$ cat config.mk
export PLATFORM = sky130hd
export DESIGN_NAME = conv_seq
export DESIGN_NICKNAME = d
export VERILOG_FILES = /design/src/rtl/conv_pkg.sv /design/src/rtl/conv_pix_unpack.sv /design/src/rtl/conv_seq.sv
export SDC_FILE = /design/constraint.sdc
export NUM_CORES = 1
export LEC_CHECK = 0
export CORE_MARGIN = 1
export CORE_UTILIZATION = 52
export CTS_BUF_LIST = sky130_fd_sc_hd__clkbuf_16
export DETAILED_ROUTE_END_ITERATION = 12
export MAX_ROUTING_LAYER = met4
export PLACE_DENSITY = 0.83
export SLEW_MARGIN = 10
export SYNTH_ARGS = -nofsm -noshare
export SYNTH_HDL_FRONTEND = slang
export SYNTH_HIERARCHICAL = 1
export SYNTH_SLANG_ARGS = --single-unit
$ cat constraint.sdc
create_clock -name iCLK -period 1.9 [get_ports iCLK]
set_input_delay 0.38 -clock iCLK [delete_from_list [all_inputs] [get_ports iCLK]]
set_output_delay 0.38 -clock iCLK [all_outputs]
set_load 0.02 [all_outputs]
$ cat src/rtl/conv_pkg.sv
// conv_pkg: shared types and constants for the convolution sequencer.
//   state_t      : sequencer FSM states
//   NUM_WEIGHTS  : kernel taps (5x5)
//   IMG_W/IMG_H  : image geometry, PIX_PER_WORD pixels packed per BRAM word
//   BRAM_RD_LAT  : block memory read latency the sequencer is built around
package conv_pkg;

  typedef enum logic [1:0] {IDLE, WLOAD, XLOAD, DRAIN} state_t;

  localparam int NUM_WEIGHTS  = 25;
  localparam int IMG_W        = 32;
  localparam int IMG_H        = 32;
  localparam int PIX_PER_WORD = 4;
  localparam int BRAM_RD_LAT  = 1;
  localparam int NUM_PIX      = IMG_W * IMG_H;

  // Little-endian byte pick: sel=0 returns bits [7:0].
  function automatic logic [7:0] pix_byte(input logic [31:0] w, input logic [1:0] sel);
    return w[sel*8 +: 8];
  endfunction

endpackage

$ cat src/rtl/conv_pix_unpack.sv
// conv_pix_unpack: holds one returned pixel word and emits its bytes, byte0
// first, one per cycle.
//   iCLK/iRSTn : clock, async active-low reset
//   iLoad      : iData is a pixel word to unpack (restarts at byte 0)
//   iData      : BRAM read data
//   oX/oValid  : current pixel and its strobe (oX is 0 when not valid)
//   oLast      : the byte on oX is the final byte of the held word
module conv_pix_unpack
  import conv_pkg::*;
#(
  parameter int DATA_WIDTH = 32
) (
  input  logic                  iCLK,
  input  logic                  iRSTn,
  input  logic                  iLoad,
  input  logic [DATA_WIDTH-1:0] iData,
  output logic signed [7:0]     oX,
  output logic                  oValid,
  output logic                  oLast
);

  localparam logic [1:0] LAST_SEL = 2'(PIX_PER_WORD - 1);

  logic [DATA_WIDTH-1:0] data_q, data_d;
  logic [1:0]            sel_q, sel_d;
  logic                  vld_q, vld_d;

  // A new word lands exactly when the previous one shows its last byte, so
  // load takes priority and the stream stays gap-free.
  always_comb begin
    data_d = data_q;
    sel_d  = sel_q;
    vld_d  = vld_q;
    if (iLoad) begin
      data_d = iData;
      sel_d  = '0;
      vld_d  = 1'b1;
    end else if (vld_q) begin
      sel_d = sel_q + 2'd1;
      if (sel_q == LAST_SEL) vld_d = 1'b0;
    end
  end

  always_ff @(posedge iCLK or negedge iRSTn) begin
    if (!iRSTn) begin
      data_q <= '0;
      sel_q  <= '0;
      vld_q  <= 1'b0;
    end else begin
      data_q <= data_d;
      sel_q  <= sel_d;
      vld_q  <= vld_d;
    end
  end

  assign oX     = vld_q ? pix_byte(data_q[31:0], sel_q) : 8'sd0;
  assign oValid = vld_q;
  assign oLast  = vld_q && (sel_q == LAST_SEL);

endmodule

$ cat src/rtl/conv_seq.sv
// conv_seq: sequencer for the 5x5 convolution datapath. A rising edge of
// iStart loads the 25 kernel weights, streams the packed image one pixel per
// cycle, waits PIPE_LAT cycles for the datapath to drain and pulses oDone.
//   iCLK/iRSTn     : clock, async active-low reset
//   iStart         : start level, rising edge in IDLE triggers a run
//   oBusy/oDone    : run in progress / one-cycle end-of-run pulse
//   oBlkAddr/En/We : BRAM word address, read enable, write enable (always 0)
//   iBlkRdata      : BRAM read data, one cycle after the address
//   oWren/oWADDR/oW: weight write strobe, index and word to the datapath
//   oX/oValid      : pixel stream to the datapath
module conv_seq
  import conv_pkg::*;
#(
  parameter int ADDR_WIDTH = 12,
  parameter int DATA_WIDTH = 32,
  parameter int WEA_WIDTH  = 4,
  parameter int WBASE      = 0,
  parameter int XBASE      = 32,
  parameter int NUM_WORDS  = 256,
  parameter int PIPE_LAT   = 134
) (
  input  logic                  iCLK,
  input  logic                  iRSTn,
  input  logic                  iStart,
  output logic                  oBusy,
  output logic                  oDone,
  output logic [ADDR_WIDTH-3:0] oBlkAddr,
  output logic                  oBlkEn,
  output logic [WEA_WIDTH-1:0]  oBlkWe,
  input  logic [DATA_WIDTH-1:0] iBlkRdata,
  output logic                  oWren,
  output logic [4:0]            oWADDR,
  output logic [DATA_WIDTH-1:0] oW,
  output logic signed [7:0]     oX,
  output logic                  oValid
);

  localparam int            AW     = ADDR_WIDTH - 2;
  localparam int            DW     = (PIPE_LAT > 0) ? $clog2(PIPE_LAT + 1) : 1;
  localparam logic [DW-1:0] LAT    = DW'(PIPE_LAT);
  localparam logic [AW-1:0] WB     = AW'(WBASE);
  localparam logic [AW-1:0] XB     = AW'(XBASE);
  localparam logic [4:0]    LAST_W = 5'(NUM_WEIGHTS - 1);
  localparam logic [7:0]    LAST_X = 8'(NUM_WORDS - 1);

  state_t          state_q, state_d;
  logic            start_q, start_d;
  logic [4:0]      widx_q, widx_d;      // weight read index
  logic [7:0]      xcnt_q, xcnt_d;      // pixel word read index
  logic [1:0]      phase_q, phase_d;    // position within a 4-cycle word slot
  logic            xlast_q, xlast_d;    // final word is in the unpacker
  logic [DW-1:0]   dcnt_q, dcnt_d;      // drain counter
  // Read-return tracking: set in the cycle the BRAM data is valid.
  logic            wrd_q, wrd_d;
  logic [4:0]      wrd_idx_q, wrd_idx_d;
  logic            xrd_q, xrd_d;
  logic            xrd_last_q, xrd_last_d;
  // Weight output registers.
  logic            wren_q, wren_d;
  logic [4:0]      waddr_q, waddr_d;
  logic [DATA_WIDTH-1:0] w_q, w_d;

  logic            start;
  logic            blk_en;
  logic [AW-1:0]   blk_addr;
  logic            done;
  logic            pix_last;

  assign start = iStart && !start_q;

  always_comb begin
    state_d    = state_q;
    start_d    = iStart;
    widx_d     = widx_q;
    xcnt_d     = xcnt_q;
    phase_d    = phase_q;
    xlast_d    = xlast_q;
    dcnt_d     = dcnt_q;
    wrd_d      = 1'b0;
    wrd_idx_d  = widx_q;
    xrd_d      = 1'b0;
    xrd_last_d = 1'b0;
    blk_en     = 1'b0;
    blk_addr   = '0;
    done       = 1'b0;

    case (state_q)
      IDLE: begin
        if (start) begin
          state_d = WLOAD;
          widx_d  = '0;
        end
      end
      WLOAD: begin
        blk_en   = 1'b1;
        blk_addr = WB + AW'(widx_q);
        wrd_d    = 1'b1;
        widx_d   = widx_q + 5'd1;
        if (widx_q == LAST_W) begin
          state_d = XLOAD;
          xcnt_d  = '0;
          phase_d = '0;
          xlast_d = 1'b0;
        end
      end
      XLOAD: begin
        phase_d = phase_q + 2'd1;
        // One word read per 4-cycle slot; xlast_q suppresses the slot that
        // follows the final word (the 8-bit counter has wrapped by then).
        if (phase_q == 2'd0 && !xlast_q) begin
          blk_en     = 1'b1;
          blk_addr   = XB + AW'(xcnt_q);
          xcnt_d     = xcnt_q + 8'd1;
          xrd_d      = 1'b1;
          xrd_last_d = (xcnt_q == LAST_X);
        end
        if (xrd_last_q) xlast_d = 1'b1;
        if (xlast_q && pix_last) begin
          state_d = DRAIN;
          dcnt_d  = '0;
        end
      end
      DRAIN: begin
        if (dcnt_q == LAT) begin
          done    = 1'b1;
          state_d = IDLE;
        end else begin
          dcnt_d = dcnt_q + DW'(1);
        end
      end
      default: state_d = IDLE;
    endcase

    // Returned weight word is registered straight into the datapath port.
    wren_d  = wrd_q;
    waddr_d = wrd_q ? wrd_idx_q : waddr_q;
    w_d     = wrd_q ? iBlkRdata : w_q;
  end

  always_ff @(posedge iCLK or negedge iRSTn) begin
    if (!iRSTn) begin
      state_q    <= IDLE;
      start_q    <= 1'b0;
      widx_q     <= '0;
      xcnt_q     <= '0;
      phase_q    <= '0;
      xlast_q    <= 1'b0;
      dcnt_q     <= '0;
      wrd_q      <= 1'b0;
      wrd_idx_q  <= '0;
      xrd_q      <= 1'b0;
      xrd_last_q <= 1'b0;
      wren_q     <= 1'b0;
      waddr_q    <= '0;
      w_q        <= '0;
    end else begin
      state_q    <= state_d;
      start_q    <= start_d;
      widx_q     <= widx_d;
      xcnt_q     <= xcnt_d;
      phase_q    <= phase_d;
      xlast_q    <= xlast_d;
      dcnt_q     <= dcnt_d;
      wrd_q      <= wrd_d;
      wrd_idx_q  <= wrd_idx_d;
      xrd_q      <= xrd_d;
      xrd_last_q <= xrd_last_d;
      wren_q     <= wren_d;
      waddr_q    <= waddr_d;
      w_q        <= w_d;
    end
  end

  conv_pix_unpack #(.DATA_WIDTH(DATA_WIDTH)) u_unpack (
    .iCLK   (iCLK),
    .iRSTn  (iRSTn),
    .iLoad  (xrd_q),
    .iData  (iBlkRdata),
    .oX     (oX),
    .oValid (oValid),
    .oLast  (pix_last)
  );

  assign oBusy    = (state_q != IDLE);
  assign oDone    = done;
  assign oBlkEn   = blk_en;
  assign oBlkAddr = blk_addr;
  assign oBlkWe   = '0;
  assign oWren    = wren_q;
  assign oWADDR   = waddr_q;
  assign oW       = w_q;

endmodule
==> metrics.csv, run 1 <==
metric,value,unit
status,"complete, but fails checks",
violations,negative setup slack,
setup_viol,13,
synth_edf_count,0,
multi_input_area,2370,sq um
syn2layout_area_growth,36.1,%
worst_hold_slack,0.440,ns
fin_skew,0.00512,ns
p_total,12.5,mW
regArea,2710,sq um
num-fill-cells,601,
coreArea,9330,sq um
hp-class,in -> async,
cts_tree,built,
path_max_fanout,5,
drt_iter0_drc,146,
regToRegStartpoint,state_q[1],
critPathKind,reg -> out,
cts-root-buf,clkbuf_16,
synth.distinct_cells,53,
dr.pass1.iters,6,
antenna_found_initial,0,
grt_pass1_wl,17900,um
p_leak,3.05,nW
rrSetupSlack,-0.08,ns
hold_viol,0,
finalWirelength,11400,um
placed_area,6380,sq um
dp_hpwl,7820,um
fin_area,6900,sq um
synthesis.area,5070,sq um
clk_pin_slew,0.07,ns
drc,0,
die_w,101,um
grt_max_degree,93,
fin_crit_sh,109,%
reg2reg_to,xcnt_q[2],
drive_above_1_share,37.8,%
fmax,482,MHz
syn_inst,385,
grt_setup_unrepaired,yes,
vias,3540,
htree_levels,3,
finalCriticalPeriod,2.08,ns
max_cap_violations,0,
peakVddDrop,1.27,mV
grt-ovfl-total,0,
num_antenna_cells,0,
fin_nets,564,
die_h,101,um
setup_ws,-0.176,ns
ant_nets,0,
synth.avg_cell_area,13.2,sq um
vias_per_cell,5.45,
track_usage,23.8,%
yosys-top-cells-area,"dfrtp_1 53%, mux2_2 9.5%, mux2_4 8.3%",
cts.sinks,108,
dieArea,10200,sq um
start_util,54.4,%
yosys.area.top_type,dfrtp_1,
crit_path_end_kind,output port,
rows,35,
numCtsBuffers,9,
p_per_area,1820,nW/um^2
slew_violations,0,
cp.arrival,1.70,ns
yosysSeqAreaShare,53.3,%
ys_warn_count,6,
crit_path_start_kind,register,
grt_pass1_vias,3561,
final_cell_mix,"105 x dfrtp_1, 71 x clkdlybuf4s50_1, 43 x mux2_2, 41 x buf_4, 28 x mux2_4",
port_buffers,93,
reg2reg_depth,7,
synth_top_cell_area_share,53.3,%
pin_count,99,
ys.flop_type,dfrtp_1,
clk_latency,0.34,ns
ys_ff_latch,108,
gp_congestion,0.828,
final_common_cell,dfrtp_1,
cp_data_required_time,1.52,ns
async_reset_ff_share,100,%
route.detailed.wl_per_inst,17.5,um
ctsLongestPathBuffers,2,
## logic make-up after synthesis
group	count (synthesis)	synth area share (%)
AOI/OAI and AO/OA	58	8.71
xor gates and xnor gates	4	0.691
adders and majority gates	13	3.21
buffers and inverters	32	3.95
DFF	108	53.3
muxes	92	22.0
other	1	0.0739
and+or+nand+nor	77	8.09
## cell type report
type	instances	area share, %
clock buffer	9	3.26
clock inverter	7	1.07
tap	129	2.34
multi-input combinational	249	34.4
inverter	11	0.598
sequential	108	39.2
timing repair buffer	137	19.1
## cell usage after synthesis, types with 5 or more instances
cell,number
mux2_4,28
mux2_2,43
o22ai_1,8
nand2_1,22
nand2b_1,6
buf_4,5
buf_2,6
dfrtp_1,108
inv_1,11
mux2i_1,21
nor2_1,12
nand3_1,8
ha_1,13
buf_6,5
o21ai_0,13
and3_1,6
nor2b_1,6
a22o_1,5
## worst max path at each step
stage          startpoint          end  slack (ns)  cells after the start
6_report       state_q[1]  oBlkAddr[4]       -0.18                      6
4_1_cts        state_q[1]  oBlkAddr[1]       -0.19                      6
3_3_place_gp   state_q[0]  oBlkAddr[7]       -0.27                      7
2_1_floorplan  state_q[0]  oBlkAddr[0]      -0.002                      7
5_1_grt        state_q[1]  oBlkAddr[4]       -0.21                      6
3_5_place_dp   state_q[0]  oBlkAddr[7]       -0.36                      7
## per-layer routing
layer	global-route usage, %	wire, um	vias to the layer above	part of all wire, %
met3	4.23	434	14	3.8
met5	-	0	-	0
met1	30.6	4980	1781	44
li1	-	-	1642	-
met4	6.13	155	0	1.4
met2	39.1	5800	103	51
## report_power, final
group          internal [mW]  total (mW)  switching, mW
Combinational           3.58        6.66           3.07
Clock                   1.03        1.86          0.833
Sequential              3.30        4.03          0.729
Total                   7.91        12.5           4.63
## critical path, cell delays in order (launching register included)
cell,delay [ns]
dfrtp_2,0.45
ha_4,0.18
and3b_2,0.24
clkbuf_16,0.17
a22oi_2,0.14
nor2b_2,0.06
buf_6,0.13
## sequential cells by signal, summed over array words and instances, names as in the netlist, 5 cells and up
signal,cells
oW,32
u_unpack/data_q,32
dcnt_q,8
oWADDR,5
wrd_idx_q,5
xcnt_q,8
widx_q,5
## repair_timing
action | in CTS | in global routing
hold buffers | 1 | 0
hold endpoints to repair | 16 | 0
pin swaps | 2 | 8
cloned | 0 | 2
gates resized for setup | 108 | 28
setup endpoints to repair | 26 | 27
setup buffers | 4 | 2
## metrics by stage
stage	setup TNS [ns]	utilization (%)	cells	setup WS, ns
after global placement	-2.23	68.4	626	-0.266
after global routing	-2.66	74.0	650	-0.209
after CTS	-1.44	72.3	647	-0.195
after detailed placement	-3.43	68.4	626	-0.357
after floorplan	-0.00216	-	389	-0.00216
final	-1.61	74.0	650	-0.176
No activity file was read; power rests on OpenSTA's default activity.
==> run 2, diff against run 1 <==
- CAP_MARGIN: not set -> 20
- CORE_MARGIN: 1 -> 2
==> metrics.csv, run 2 (synthesis gave the netlist of run 1 again) <==
metric,value,unit
start_util,52.6,%
worst_hold_slack,0.105,ns
status,"complete, but fails checks",
p_leak,3.06,nW
finalWirelength,11800,um
cts-root-buf,clkbuf_16,
wl_met3,542,um
drive_above_1_share,39.2,%
hold_viol,0,
gp_congestion,0.844,
grt_max_degree,109,
pin_count,99,
cp_data_required_time,1.52,ns
vias,3525,
vias_per_cell,5.36,
clk_pin_slew,0.07,ns
dr.pass1.iters,4,
rows,36,
relSlewSlack,61.9,%
regToRegStartpoint,state_q[1],
antenna_found_initial,0,
track_usage,22.1,%
reg2reg_depth,8,
hp-class,in -> async,
rrSetupSlack,0.02,ns
crit_path_start_kind,register,
grt_setup_unrepaired,yes,
slew_violations,0,
grt_pass1_wl,17200,um
wl_met1,5010,um
port_buffers,93,
num_antenna_cells,0,
top_layer,met4,
drc,0,
regArea,2710,sq um
htree_levels,3,
die_w,103,um
reg2reg_to,xcnt_q[2],
wl_met2,6170,um
cts_tree,built,
grt_pass1_vias,3472,
path_max_fanout,6,
ctsLongestPathBuffers,2,
grt-ovfl-total,0,
syn2layout_area_growth,38.0,%
fin_area,7000,sq um
worstMarginPinSlew,0.571,ns
clk_latency,0.34,ns
setup_ws,-0.214,ns
final_common_cell,dfrtp_1,
dp_hpwl,8030,um
fmax,473,MHz
drt_iter0_drc,123,
fin_nets,569,
numCtsBuffers,9,
setup_viol,13,
dieArea,10600,sq um
cp.arrival,1.73,ns
fin_crit_sh,111,%
finalCriticalPeriod,2.11,ns
coreArea,9640,sq um
ant_nets,0,
max_cap_violations,0,
final_cell_mix,"105 x dfrtp_1, 71 x clkdlybuf4s50_1, 45 x buf_4, 43 x mux2_2, 28 x mux2_4",
placed_area,6400,sq um
fin_skew,0.00470,ns
p_per_area,1820,nW/um^2
route.detailed.wl_per_inst,18.0,um
violations,negative setup slack,
peakVddDrop,1.25,mV
crit_path_end_kind,output port,
cts.sinks,108,
num-fill-cells,645,
die_h,103,um
multi_input_area,2450,sq um
critPathKind,reg -> out,
-- run 2: cell count changes in the layout (fill, tap and decap cells not counted), sizes merged --
cell         change
clkinv           +1
bufinv           -1
buf              +5
clkinvlp         +1
dlygate4sd3      -1
inv              -2
o311ai           +1
-- run 2: repair_timing --
item | CTS | global route
hold buffers | 0 | 0
gates cloned | 0 | 3
setup buffers | 4 | 4
endpoints found under the setup margin | 22 | 29
resized for setup | 111 | 50
endpoints found under the hold margin | 0 | 0
pin swaps | 1 | 13
-- run 2: area by class of cell --
class | count | area share, %
flip-flops and latches | 108 | 38.7
multi-input cells | 250 | 34.9
repair buffers | 141 | 19.7
clock buffers | 9 | 3.22
well taps | 133 | 2.38
inverters | 11 | 0.590
clock inverters | 6 | 0.465
-- run 2: per-stage QoR --
step / setup TNS [ns] / total power [mW] / setup slack (ns) / cells / util, %
2_1_floorplan: -0.00216 / 7.83 / -0.00216 / 389 / -
3_3_place_gp: -2.16 / 10.0 / -0.261 / 633 / 66.4
3_5_place_dp: -2.97 / 10.3 / -0.324 / 633 / 66.4
4_1_cts: -1.56 / 12.1 / -0.163 / 652 / 70.0
5_1_grt: -2.70 / 13.4 / -0.284 / 658 / 72.6
6_report: -1.85 / 12.7 / -0.214 / 658 / 72.6
-- run 2: metal layers --
metal / GRT usage, % / up-vias
met5: - / -
met4: 7.79 / 0
met3: 3.25 / 7
met2: 36.7 / 102
met1: 27.8 / 1774
li1: - / 1642
-- run 2: critical path: stages (launching register included) --
cell      delay [ns]
dfrtp_1         0.41
inv_2           0.12
ha_4            0.14
and3b_2         0.24
buf_12          0.14
nand2_2         0.07
a21boi_2        0.15
buf_6           0.13
-- run 2: worst max path at each step --
stage | from | endpoint | slack (ns) | depth (start not counted)
2_1_floorplan | state_q[0] | oBlkAddr[0] | -0.002 | 7
3_3_place_gp | state_q[0] | oBlkAddr[7] | -0.26 | 7
3_5_place_dp | state_q[1] | oBlkAddr[8] | -0.32 | 5
4_1_cts | state_q[0] | oBlkAddr[0] | -0.16 | 7
5_1_grt | state_q[0] | oBlkAddr[4] | -0.28 | 7
6_report | state_q[0] | oBlkAddr[0] | -0.21 | 7
-- run 2: power by group --
part           switching (mW)  leakage (nW)  internal, mW  total, mW
sequential              0.745          1.32          3.30       4.05
clock                   0.792         0.124         0.868       1.66
combinational            3.19          1.61          3.81       7.00
total                    4.73          3.06          7.99       12.7
==> run 3, diff against run 2 <==
==> constraint.sdc (replaced) <==
create_clock -name iCLK -period 1.9 [get_ports iCLK]
set_input_delay 0.285 -clock iCLK [delete_from_list [all_inputs] [get_ports iCLK]]
set_output_delay 0.285 -clock iCLK [all_outputs]
set_load 0.02 [all_outputs]
==> metrics.csv, run 3 (synthesis gave the netlist of run 1 again) <==
metric,value,unit
port_buffers,93,
start_util,52.6,%
fin_crit_sh,111,%
num-fill-cells,676,
max_cap_violations,0,
antenna_found_initial,0,
clk_latency,0.34,ns
p_sw,4.61,mW
grt_pass1_vias,3529,
die_h,103,um
fin_skew,0.00493,ns
htree_levels,3,
fin_nets,571,
dp_hpwl,7850,um
grt_setup_unrepaired,yes,
combPwrFrac,54.7,%
rows,36,
numCtsBuffers,9,
peakVddDrop,1.04,mV
dieArea,10600,sq um
track_usage,22.8,%
route.detailed.wl_per_inst,17.5,um
path_max_fanout,4,
intPower,7.89,mW
vias,3587,
grt-ovfl-total,0,
vias_per_cell,5.43,
cp_top_family,buffers and inverters,
cp.arrival,1.82,ns
clk_pin_slew,0.07,ns
final_common_cell,dfrtp_1,
finalNonFillerCells,661,
crit_chain,inv_1 > ha_2 > and3b_2 > buf_12 > buf_4 > nand2_4 > nor2_4 > buf_6,
grt_pass1_wl,17800,um
crit_path_end_kind,output port,
crit_path_start_kind,register,
p_leak,3.06,nW
drc,0,
slew_violations,0,
cts.sinks,108,
pin_count,99,
clock_power_share,13.4,%
critPathKind,reg -> out,
cts_tree,built,
setup_viol,10,
cp_slowest_cell,dfrtp_1,
final_util,71.9,%
final_cell_mix,"106 x dfrtp_1, 72 x clkdlybuf4s50_1, 43 x mux2_2, 36 x buf_4, 28 x mux2_4",
seqPwrFrac,31.9,%
syn2layout_area_growth,36.6,%
dr.pass1.iters,4,
hold_viol,0,
hp-class,in -> async,
fmax,476,MHz
finalWirelength,11600,um
place_ws,-0.387,ns
violations,negative setup slack,
slowest_delay,0.39,ns
critPathBufInv,4,
status,"complete, but fails checks",
coreArea,9640,sq um
setup_ws,-0.201,ns
placed_area,6330,sq um
grt_max_degree,51,
drt_iter0_drc,153,
ctsLongestPathBuffers,2,
gp_congestion,0.815,
cts-root-buf,clkbuf_16,
drive_above_1_share,37.9,%
num_antenna_cells,0,
cp_data_required_time,1.62,ns
worst_hold_slack,0.417,ns
dp.cells,628,
die_w,103,um
p_sw_share,36.9,%
p_per_area,1800,nW/um^2
fin_area,6930,sq um
ant_nets,0,
finalCriticalPeriod,2.10,ns
==> run 3: cell types whose count changed in the layout (fill, tap and decap cells not counted), moves of 2 or more <==
cell       change
o21ai_1        -2
mux2i_2        +3
nor2b_4        +2
clkbuf_16      -2
mux2i_4        -4
buf_4          -9
inv_1          +2
nor2b_2        -3
o21ai_0        +3
clkbuf_2       +7
==> run 3: final timing paths <==
kind	startpoint	end	slack (ns)	cells after the start
max reg2reg	phase_q[1]	xcnt_q[6]	0.06	8
min	iRSTn	u_unpack/data_q[23]	0.42	2
max	phase_q[1]	oBlkAddr[8]	-0.20	8
max in group asynchronous	iRSTn	u_unpack/data_q[29]	0.89	3
min in group iCLK	iStart	start_q	0.45	1
min reg2reg	wrd_idx_q[3]	oWADDR[3]	0.48	1
==> run 3: cell type report <==
cell class              instances  area [sq um]  area share [%]
inverters                      11          41.3           0.596
clock inverters                 7          36.3           0.524
well taps                     133           166            2.40
multi-input cells             250          2380            34.4
repair buffers                143          1370            19.8
flip-flops and latches        108          2710            39.0
clock buffers                   9           225            3.25
==> run 3: metal layers <==
| metal | track usage (%) | wire (um) |
|---|---|---|
| met3 | 3.05 | 587 |
| met4 | 8.50 | 151 |
| met5 | - | 0 |
| met2 | 37.0 | 5930 |
| met1 | 29.4 | 4890 |
==> run 3: power by group through the flow <==
stage	Clock [mW]	Sequential, mW	Combinational (mW)
global route	1.79	4.12	7.30
global placement	0	3.94	5.96
detailed placement	0	4.00	6.11
floorplan	0	4.33	3.47
finish	1.67	3.99	6.84
CTS	1.71	3.97	6.35
==> run 3: repair_timing <==
item	in CTS	in global routing
setup buffers	8	9
resized for setup	90	53
gates cloned	0	1
pin swaps	5	9
endpoints found under the hold margin	25	0
setup endpoints to repair	23	32
hold buffers	1	0
==> run 3: per-stage QoR <==
stage	power, mW	setup TNS, ns
floorplan	7.80	-0.0114
global placement	9.89	-2.27
detailed placement	10.1	-3.30
CTS	12.0	-0.500
global route	13.2	-2.30
finish	12.5	-1.58
